--- src/rtl/spi_slave_core.sv ---
// Mode-0 SPI slave: 8-bit MSB-first transfers, with all SPI pins oversampled in the clk domain.
// Each received byte gives a one-clk Rx_DV strobe while Tx_Byte is shifted out on MISO.
`timescale 1ns/1ps
module spi_slave_core (
  input  logic       clk,
  input  logic       reset,
  input  logic       SPI_CS,
  input  logic       SPI_Clk,
  input  logic       SPI_MOSI,
  output logic       SPI_MISO,
  output logic       Rx_DV,
  output logic [7:0] Rx_Byte,
  input  logic [7:0] Tx_Byte
);

  logic [1:0] cs_sync_q,   cs_sync_d;
  logic [2:0] sclk_sync_q, sclk_sync_d;
  logic [1:0] mosi_sync_q, mosi_sync_d;
  logic [2:0] bit_cnt_q,   bit_cnt_d;
  logic [6:0] rx_shift_q,  rx_shift_d;
  logic [6:0] tx_shift_q,  tx_shift_d;
  logic       miso_q,      miso_d;
  logic       rx_dv_q,     rx_dv_d;
  logic [7:0] rx_byte_q,   rx_byte_d;

  logic cs_n_sync;
  logic mosi_sync;
  logic sclk_rise;
  logic sclk_fall;

  // The third SPI_Clk stage holds the previous synchronized level, which gives the edge strobes.
  assign cs_n_sync = cs_sync_q[1];
  assign mosi_sync = mosi_sync_q[1];
  assign sclk_rise = sclk_sync_q[1] & ~sclk_sync_q[2];
  assign sclk_fall = ~sclk_sync_q[1] & sclk_sync_q[2];

  always_comb begin
    cs_sync_d   = {cs_sync_q[0], SPI_CS};
    sclk_sync_d = {sclk_sync_q[1:0], SPI_Clk};
    mosi_sync_d = {mosi_sync_q[0], SPI_MOSI};
    bit_cnt_d   = bit_cnt_q;
    rx_shift_d  = rx_shift_q;
    tx_shift_d  = tx_shift_q;
    miso_d      = miso_q;
    rx_dv_d     = 1'b0;
    rx_byte_d   = rx_byte_q;

    if (cs_n_sync) begin
      bit_cnt_d  = 3'd0;
      rx_shift_d = 7'd0;
      tx_shift_d = 7'd0;
      miso_d     = 1'b0;
    end else begin
      // Between bytes MISO tracks the pending MSB, so it is valid before the first rise.
      if (bit_cnt_q == 3'd0) begin
        miso_d = Tx_Byte[7];
      end
      if (sclk_rise) begin
        rx_shift_d = {rx_shift_q[5:0], mosi_sync};
        bit_cnt_d  = bit_cnt_q + 3'd1;
        if (bit_cnt_q == 3'd0) begin
          tx_shift_d = Tx_Byte[6:0];
        end
        if (bit_cnt_q == 3'd7) begin
          rx_byte_d = {rx_shift_q, mosi_sync};
          rx_dv_d   = 1'b1;
        end
      end
      if (sclk_fall && (bit_cnt_q != 3'd0)) begin
        miso_d     = tx_shift_q[6];
        tx_shift_d = {tx_shift_q[5:0], 1'b0};
      end
    end
  end

  always_ff @(posedge clk or posedge reset) begin
    if (reset) begin
      cs_sync_q   <= 2'b11;
      sclk_sync_q <= 3'd0;
      mosi_sync_q <= 2'd0;
      bit_cnt_q   <= 3'd0;
      rx_shift_q  <= 7'd0;
      tx_shift_q  <= 7'd0;
      miso_q      <= 1'b0;
      rx_dv_q     <= 1'b0;
      rx_byte_q   <= 8'h00;
    end else begin
      cs_sync_q   <= cs_sync_d;
      sclk_sync_q <= sclk_sync_d;
      mosi_sync_q <= mosi_sync_d;
      bit_cnt_q   <= bit_cnt_d;
      rx_shift_q  <= rx_shift_d;
      tx_shift_q  <= tx_shift_d;
      miso_q      <= miso_d;
      rx_dv_q     <= rx_dv_d;
      rx_byte_q   <= rx_byte_d;
    end
  end

  assign SPI_MISO = miso_q;
  assign Rx_DV    = rx_dv_q;
  assign Rx_Byte  = rx_byte_q;

endmodule

--- config.mk ---
export PLATFORM = sky130hd
export DESIGN_NAME = spi_slave_core
export DESIGN_NICKNAME = d
export VERILOG_FILES = /design/src/rtl/spi_slave_core.sv
export SDC_FILE = /design/constraint.sdc
export NUM_CORES = 1
export LEC_CHECK = 0
export BUFFER_PORTS_ARGS = -buffer_cell sky130_fd_sc_hd__buf_4
export CORE_MARGIN = 2
export CORE_UTILIZATION = 45
export CTS_CLUSTER_SIZE = 25
export DETAILED_ROUTE_END_ITERATION = 8
export PLACE_DENSITY = 0.75
export SLEW_MARGIN = 20
export SYNTH_ARGS = -nofsm -noshare
export SYNTH_HDL_FRONTEND = slang
export SYNTH_SLANG_ARGS = --single-unit
--- constraint.sdc ---
create_clock -name clk -period 2.2 [get_ports clk]
set_clock_uncertainty 0.15 [all_clocks]
set_input_delay 0.44 -clock clk [delete_from_list [all_inputs] [get_ports clk]]
set_output_delay 0.44 -clock clk [all_outputs]
set_load 0.05 [all_outputs]
==> Yosys cells after proc, flatten, opt, wreduce, memory -nomap -nowiden <==
Cells that the tools add are included.
{ "classes": {"addsub": 1, "n_eq_ne": 1, "n_bitwise": 5, "n_mux": 14, "reduce_logical": 8} }
{ "ops": {"columns": ["op", "n"], "rows": [
  ["$mux 7", 6],
  ["$reduce_bool 3->1", 3],
  ["$mux 1", 6],
  ["$mux 3", 2],
  ["$add 3x1->3 const B", 1],
  ["$eq 3x3->1 const B", 1],
  ["$logic_not 3->1", 1],
  ["$not 1->1", 3],
  ["$reduce_and 3->1", 1],
  ["$and 1x1->1", 2],
  ["$reduce_and 2->1", 1],
  ["$reduce_bool 2->1", 1],
  ["$logic_and 1x1->1", 1]
]} }
{ "totals": {"regBits": 34, "out_inout_bits": 10, "in_bits": 13, "word_cells": 38} }

==> Depth between registers and ports, before layout <==
Gate-level depths: netlist (run 1).
{ "depth": {"ltp_word": 5, "depth_mapped": 7, "depth_no_buf": 6} }

==> Worst setup path after synthesis (run 1) <==
Ideal clock, no wire load.
{ "synth_timing": {"path_kind": "flip-flop to flip-flop", "startpoint": "register bit_cnt_q[0]", "endpoint": "register rx_byte_q[0] (netlist: Rx_Byte[0])", "setup_slack_ns": 0.618, "setup_time_ns": 0.125, "path_stages_with_launch": 6, "path_buffers": 1, "period_less_slack_ns": 1.582, "arrival_time_ns": 1.307, "t_required_ns": 1.925, "cell_sequence": "dfrtp_1 > ha_1 > ha_1 > nor3b_2 > buf_6 > mux2_4"} }
{ "synth_via": {"elab_chain_cells": 2} }
{ "synth_lines": {"columns": ["item", "line_no", "rtl"], "rows": [
  ["from (decl)", "19", "logic [2:0] bit_cnt_q, bit_cnt_d;"],
  ["from (signal assigned)", "91", "bit_cnt_q <= bit_cnt_d;"],
  ["$eq 3x3->1", "64", "if (bit_cnt_q == 3'd7) begin"],
  ["$reduce_and 3->1 (no source line)", null, null],
  ["to (signal assigned)", "96", "rx_byte_q <= rx_byte_d;"],
  ["to (decl)", "24", "logic [7:0] rx_byte_q, rx_byte_d;"]
]} }
No other way between the ends.
A chain may end at the register's enable or synchronous reset.

==> Final worst setup path (run 1) <==
{ "layout_timing": {"startpoint": "register bit_cnt_q[0]", "endpoint": "register tx_shift_q[3]"} }
{ "layout_via": {"elab_chain_cells": 4, "elab_cells_between_ends": 8, "classes_between": "mux: 2; reduce/logical: 6"} }
{ "layout_lines": {"columns": ["item", "line_no", "rtl"], "rows": [
  ["$reduce_bool 3->1", "69", "if (sclk_fall && (bit_cnt_q != 3'd0)) begin"],
  ["$logic_and 1x1->1", "69", null],
  ["$reduce_bool 3->1 (no source line) or $mux 7 (tied branches)", null, null],
  ["$reduce_and 2->1 (no source line) or $mux 7 (tied branches)", null, null],
  ["to (signal assigned)", "93", "tx_shift_q <= tx_shift_d;"],
  ["to (decl)", "21", "logic [6:0] tx_shift_q, tx_shift_d;"]
]} }
Several ways; a longest one is shown, not always the timed one.

==> flow_metrics.py, run 1 <==
metrics = {
    "outcome": {
        "status": "complete, no violations",
    },
    "sta": {
        "rsz0062_at_grt": "no",
        "worstMarginPinSlew_ns": 0.625,
        "min_period_over_period_pct": 86.3,
        "finalSetupTns_ns": 0,
        "hold_viol_final": 0,
        "setup_viol_count_final": 0,
        "max_slew_margin_pct": 58.3,
        "slew_violations": 0,
        "period_minus_slack_ns": 1.90,
        "timing.fmax_mhz": 527,
        "hold_slack_ns": 0.0176,
    },
    "global_routing": {
        "grt_pass1_vias": 939,
        "antenna_found_initial": 0,
        "grt_usage_pct": 17.1,
        "overflow": 0,
        "grt_max_degree": 35,
        "grt_pass1_wl_um": 4490,
    },
    "pwr": {
        "ir_worst_vdd_mv": 0.602,
        "power_leakage_uw": 0.000862,
        "powerDensity_mw_per_mm2": 768,
    },
    "setup_path": {
        "critPathCaptureType": "flop",
        "crit_path_max_fanout": 11,
        "cp-start-kind": "flop",
        "cp_data_arrival_time_ns": 1.99,
        "crit_type": "reg2reg",
        "critPathLaunch": "bit_cnt_q[0]",
        "worstReg2RegStart": "bit_cnt_q[0]",
        "required_ns": 2.29,
    },
    "placed_design": {
        "portBuffers": 22,
        "dp_hpwl_um": 1760,
        "finalWeightedCongestion": 0.762,
    },
    "floorplan": {
        "io_pins": 23,
        "fp.dieH_um": 60.9,
        "die-area_sq_mm": 0.00371,
        "die_w_um": 60.9,
        "core_sq_mm": 0.00308,
        "rows": 20,
        "start_util_pct": 47.3,
    },
    "clocking": {
        "ctsLongestPathBuffers": 2,
        "cts-buffers-inserted": 5,
        "cts-root-buf": "clkbuf_4",
        "clock_latency_ns": 0.34,
        "clk_pin_slew_ns": 0.11,
        "htreeDepth": 2,
        "post_cts_buffers": 0,
        "cts_tree": "done",
        "cts_num_sinks": 34,
    },
    "cells_and_area": {
        "drive_gt1_share_pct": 30.9,
        "syn2layout_area_growth_pct": 21.0,
        "diodes": 0,
        "fillerInstances": 288,
        "final_cell_mix": "dfrtp_1, buf_4, nand2_1, a21oi_1, mux2_4",
        "final-seq-area_sq_um": 853,
        "layout_commonest_cell": "dfrtp_1",
        "multi_input_area_sq_um": 548,
        "nNetsFinal": 164,
    },
    "detailed_routing": {
        "routed_wl_um": 2600,
        "ant_nets": 0,
        "drtIter0Drc": 17,
        "drc": 0,
        "vias_per_cell": 5.01,
        "vias": 967,
        "wl_per_cell_um": 13.5,
        "first_pass_iters": 3,
    },
    "logic_synthesis": {
        "synth_seq_cells": 34,
        "synthesis.area_sq_mm": 0.00146,
        "syn_nets": 140,
        "avgSynthCellArea_sq_um": 11.7,
        "yosysUniqueCellTypes": 29,
        "synth_cells": 124,
        "ys_seq_area_share_pct": 58.6,
        "ys.warnings.count": 0,
    },
    "worst_hold_path": {
        "hold_class": "in2async",
    },
    "run": {
        "max_cap_violations": 0,
    },
}
stage by stage:
stage	power (uW)	setup WS [ns]	cell area, sq um	instances	util [%]
finish	1350	0.302	1760	193	57.2
CTS	1370	0.104	1760	193	57.0
detailed placement	785	0.122	1650	185	53.6
global placement	780	0.232	1650	185	53.6
global route	1410	0.161	1760	193	57.2
floorplan	748	0.618	1460	124	-
flip-flops by register name (all words and copies together), names as in the netlist, 2 cells and up:
name / cells
bit_cnt_q: 3
tx_shift_q: 7
cs_sync_q: 2
sclk_sync_q: 3
Rx_Byte: 8
rx_shift_q: 7
mosi_sync_q: 2
where the power goes:
part | switching [uW] | internal, uW | total (uW)
clock network | 226 | 355 | 581
logic | 59.6 | 48.7 | 108
registers | 18.1 | 646 | 664
cells in the mapped netlist:
| master | count | share of area, % |
|---|---|---|
| or2_2 | 1 | 0.43 |
| o21bai_1 | 4 | 2.1 |
| o21ai_1 | 1 | 0.34 |
| nor2b_1 | 1 | 0.43 |
| mux2_4 | 8 | 8.2 |
| a2bb2o_1 | 1 | 0.69 |
| nor3b_2 | 1 | 0.86 |
| mux2i_1 | 1 | 0.69 |
| a21oi_1 | 12 | 4.1 |
| nand2_1 | 19 | 4.9 |
| dfrtp_1 | 32 | 55 |
| a32oi_1 | 1 | 0.60 |
| buf_6 | 2 | 1.5 |
| buf_2 | 4 | 1.4 |
| o2bb2ai_1 | 3 | 1.8 |
| nand3_1 | 2 | 0.69 |
| inv_1 | 3 | 0.77 |
| o22ai_1 | 2 | 0.86 |
| ha_1 | 3 | 2.6 |
| nand2b_1 | 4 | 1.7 |
| nor2_1 | 4 | 1.0 |
| a211oi_1 | 1 | 0.52 |
| a21o_1 | 4 | 2.1 |
| dfstp_2 | 2 | 3.6 |
| nand2_2 | 1 | 0.43 |
| clkbuf_1 | 2 | 0.52 |
| o21ai_0 | 3 | 1.0 |
| and2b_1 | 1 | 0.52 |
| xnor2_1 | 1 | 0.60 |
per-layer routing:
layer	global-route usage, %	vias to the layer above	wire [um]
met5	0	-	0
met4	8.07	0	51
met3	5.97	6	106
met2	25.3	16	1260
met1	22.5	470	1190
li1	-	475	-
cells by family after synthesis:
group,after synthesis,synth area share (%)
xor+xnor,1,0.601
mux,9,8.94
compound gates,32,14.1
fa+ha+maj,3,2.58
simple gates,34,11.0
flops,34,58.6
buf+inv,11,4.21
area by class of cell:
type                            instances  area share, %
Sequential cell                        34           48.4
Multi-Input combinational cell         79           31.1
Timing Repair Buffer                   25           10.7
Clock inverter                          3           3.91
Tap cell                               44           3.12
Clock buffer                            5           2.13
Inverter                                3          0.639
path summary, 6_finish.rpt:
kind,end,slack [ns],depth (start not counted)
min in group clk,mosi_sync_q[0],0.04,1
setup reg to reg,tx_shift_q[3],0.30,6
max in group asynchronous,cs_sync_q[1],1.54,3
hold reg to reg,sclk_sync_q[1],0.21,0
hold / removal,tx_shift_q[2],0.02,3
setup / recovery,tx_shift_q[3],0.30,6
worst max-delay path, stage by stage, from the launching register on:
cell	delay (ns)
dfrtp_1	0.41
inv_1	0.07
ha_1	0.19
nand2b_1	0.31
nand2b_1	0.25
nor2_1	0.11
a2bb2o_1	0.31
repair_timing:
action                                  4_1_cts  5_1_grt
endpoints found under the hold margin         0        0
gates resized for setup                       0        1
endpoints found under the setup margin        0        7
hold buffers                                  0        0
No activity file was read; power rests on OpenSTA's default activity.
==> run 2: changes to the inputs <==
Settings changed: RECOVER_POWER set to 25.
==> flow_metrics.py, run 2 (synthesis results as in run 1) <==
metrics = {
    "worst_hold_path": {
        "min_from": "SPI_CS",
        "hold_class": "in2reg",
        "worst_hold_path.num_cells": 1,
        "min_to": "cs_sync_q[0]",
    },
    "floorplan": {
        "start_util_pct": 47.3,
        "io_pins": 23,
        "die_w_um": 60.9,
        "core_sq_mm": 0.00308,
        "die-area_sq_mm": 0.00371,
        "fp.dieH_um": 60.9,
        "rows": 20,
    },
    "cells_and_area": {
        "nNetsFinal": 164,
        "drive_gt1_share_pct": 30.9,
        "diodes": 0,
        "layout_commonest_cell": "dfrtp_1",
        "final_cell_mix": "dfrtp_1, buf_4, nand2_1, a21oi_1, clkbuf_4",
        "syn2layout_area_growth_pct": 20.8,
        "largest_reg_flops": 8,
    },
    "clocking": {
        "cts-root-buf": "clkbuf_4",
        "cts_num_sinks": 34,
        "clock_latency_ns": 0.34,
        "holdBufCountCts": 0,
        "clk_pin_slew_ns": 0.11,
        "htreeDepth": 2,
        "ctsLongestPathBuffers": 2,
        "cts-buffers-inserted": 5,
        "cts_tree": "done",
        "post_cts_buffers": 0,
        "cts_resized": 0,
    },
    "global_routing": {
        "overflow": 0,
        "met3_usage_pct": 5.97,
        "grt_usage_pct": 17.1,
        "grt_pass1_wl_um": 4490,
        "grt_max_degree": 35,
        "grt_pass1_vias": 939,
        "grt_use_met2_pct": 25.3,
        "met1_usage_pct": 22.5,
        "antenna_found_initial": 0,
        "top_usage_layer": "met2",
    },
    "sta": {
        "rsz0062_at_grt": "no",
        "timing.fmax_mhz": 527,
        "slew_violations": 0,
        "hold_viol_final": 0,
        "finalSetupTns_ns": 0,
        "period_minus_slack_ns": 1.90,
        "hold_slack_ns": 0.0549,
        "min_period_over_period_pct": 86.3,
        "worstMarginPinSlew_ns": 0.818,
        "setup_viol_count_final": 0,
        "max_slew_margin_pct": 45.4,
    },
    "detailed_routing": {
        "routed_wl_um": 2600,
        "drtIter0Drc": 17,
        "ant_nets": 0,
        "vias": 967,
        "drc": 0,
        "first_pass_iters": 3,
        "wl_per_cell_um": 13.5,
        "vias_per_cell": 5.01,
    },
    "setup_path": {
        "crit_type": "reg2reg",
        "r2r.worst_path.cells": 6,
        "critPathCaptureType": "flop",
        "cp_data_arrival_time_ns": 1.99,
        "r2r_setup_slack_ns": 0.30,
        "cp-start-kind": "flop",
        "crit_path_max_fanout": 11,
        "required_ns": 2.29,
        "worstReg2RegStart": "bit_cnt_q[0]",
        "r2r_end": "tx_shift_q[3]",
    },
    "run": {
        "max_cap_violations": 0,
    },
    "pwr": {
        "ir_worst_vdd_mv": 0.602,
        "power_leakage_uw": 0.000861,
        "powerDensity_mw_per_mm2": 769,
    },
    "placed_design": {
        "portBuffers": 22,
        "dp_hpwl_um": 1760,
        "finalWeightedCongestion": 0.762,
    },
    "outcome": {
        "status": "complete, no violations",
    },
}
[run 2: changes by cell type in the layout (fill, tap and decap cells not counted)]
cell and change:
clkbuf_4 +4, buf_4 -5, clkbuf_2 +1
[run 2: layout make-up]
| cell class | instances | area, sq um |
|---|---|---|
| Fill cell | 289 | 1320 |
| Clock inverter | 3 | 68.8 |
| Tap cell | 44 | 55.1 |
| Multi-Input combinational cell | 79 | 548 |
| Timing Repair Buffer | 25 | 185 |
| Sequential cell | 34 | 853 |
| Inverter | 3 | 11.3 |
| Clock buffer | 5 | 37.5 |
[run 2: metal layers]
layer | vias up | share of wire, %
met5 | - | 0
met4 | 0 | 2.0
li1 | 475 | -
met2 | 16 | 48
met1 | 470 | 46
met3 | 6 | 4.0
[run 2: worst max-delay path by stage]
stage | startpoint | end | slack [ns] | cells past startpoint
after floorplan | bit_cnt_q[0] | Rx_Byte[0] | 0.62 | 5
after global placement | bit_cnt_q[0] | Rx_Byte[2] | 0.23 | 4
after detailed placement | bit_cnt_q[0] | Rx_Byte[4] | 0.12 | 4
after CTS | bit_cnt_q[0] | Rx_Byte[1] | 0.10 | 4
after global routing | bit_cnt_q[0] | tx_shift_q[3] | 0.16 | 6
final | bit_cnt_q[0] | tx_shift_q[3] | 0.30 | 6
[run 2: stage by stage]
stage / power, uW / std cells / util [%] / setup slack (ns) / instance area [sq um]
CTS: 1370 / 193 / 57.0 / 0.104 / 1760
global placement: 780 / 185 / 53.6 / 0.232 / 1650
finish: 1350 / 193 / 57.2 / 0.302 / 1760
detailed placement: 785 / 185 / 53.6 / 0.122 / 1650
floorplan: 748 / 124 / - / 0.618 / 1460
global route: 1410 / 193 / 57.2 / 0.161 / 1760
[run 2: power breakdown]
| part | internal, uW | leakage, uW | switching [uW] | total [uW] |
|---|---|---|---|---|
| clock network | 355 | 0.0000554 | 226 | 581 |
| registers | 646 | 0.000452 | 18.1 | 664 |
| logic | 47.7 | 0.000353 | 59.5 | 107 |
[run 2: critical path, stage by stage, from the launching register on]
cell and delay (ns):
dfrtp_1 0.41, inv_1 0.07, ha_1 0.19, nand2b_1 0.31, nand2b_1 0.25, nor2_1 0.11
a2bb2o_1 0.31
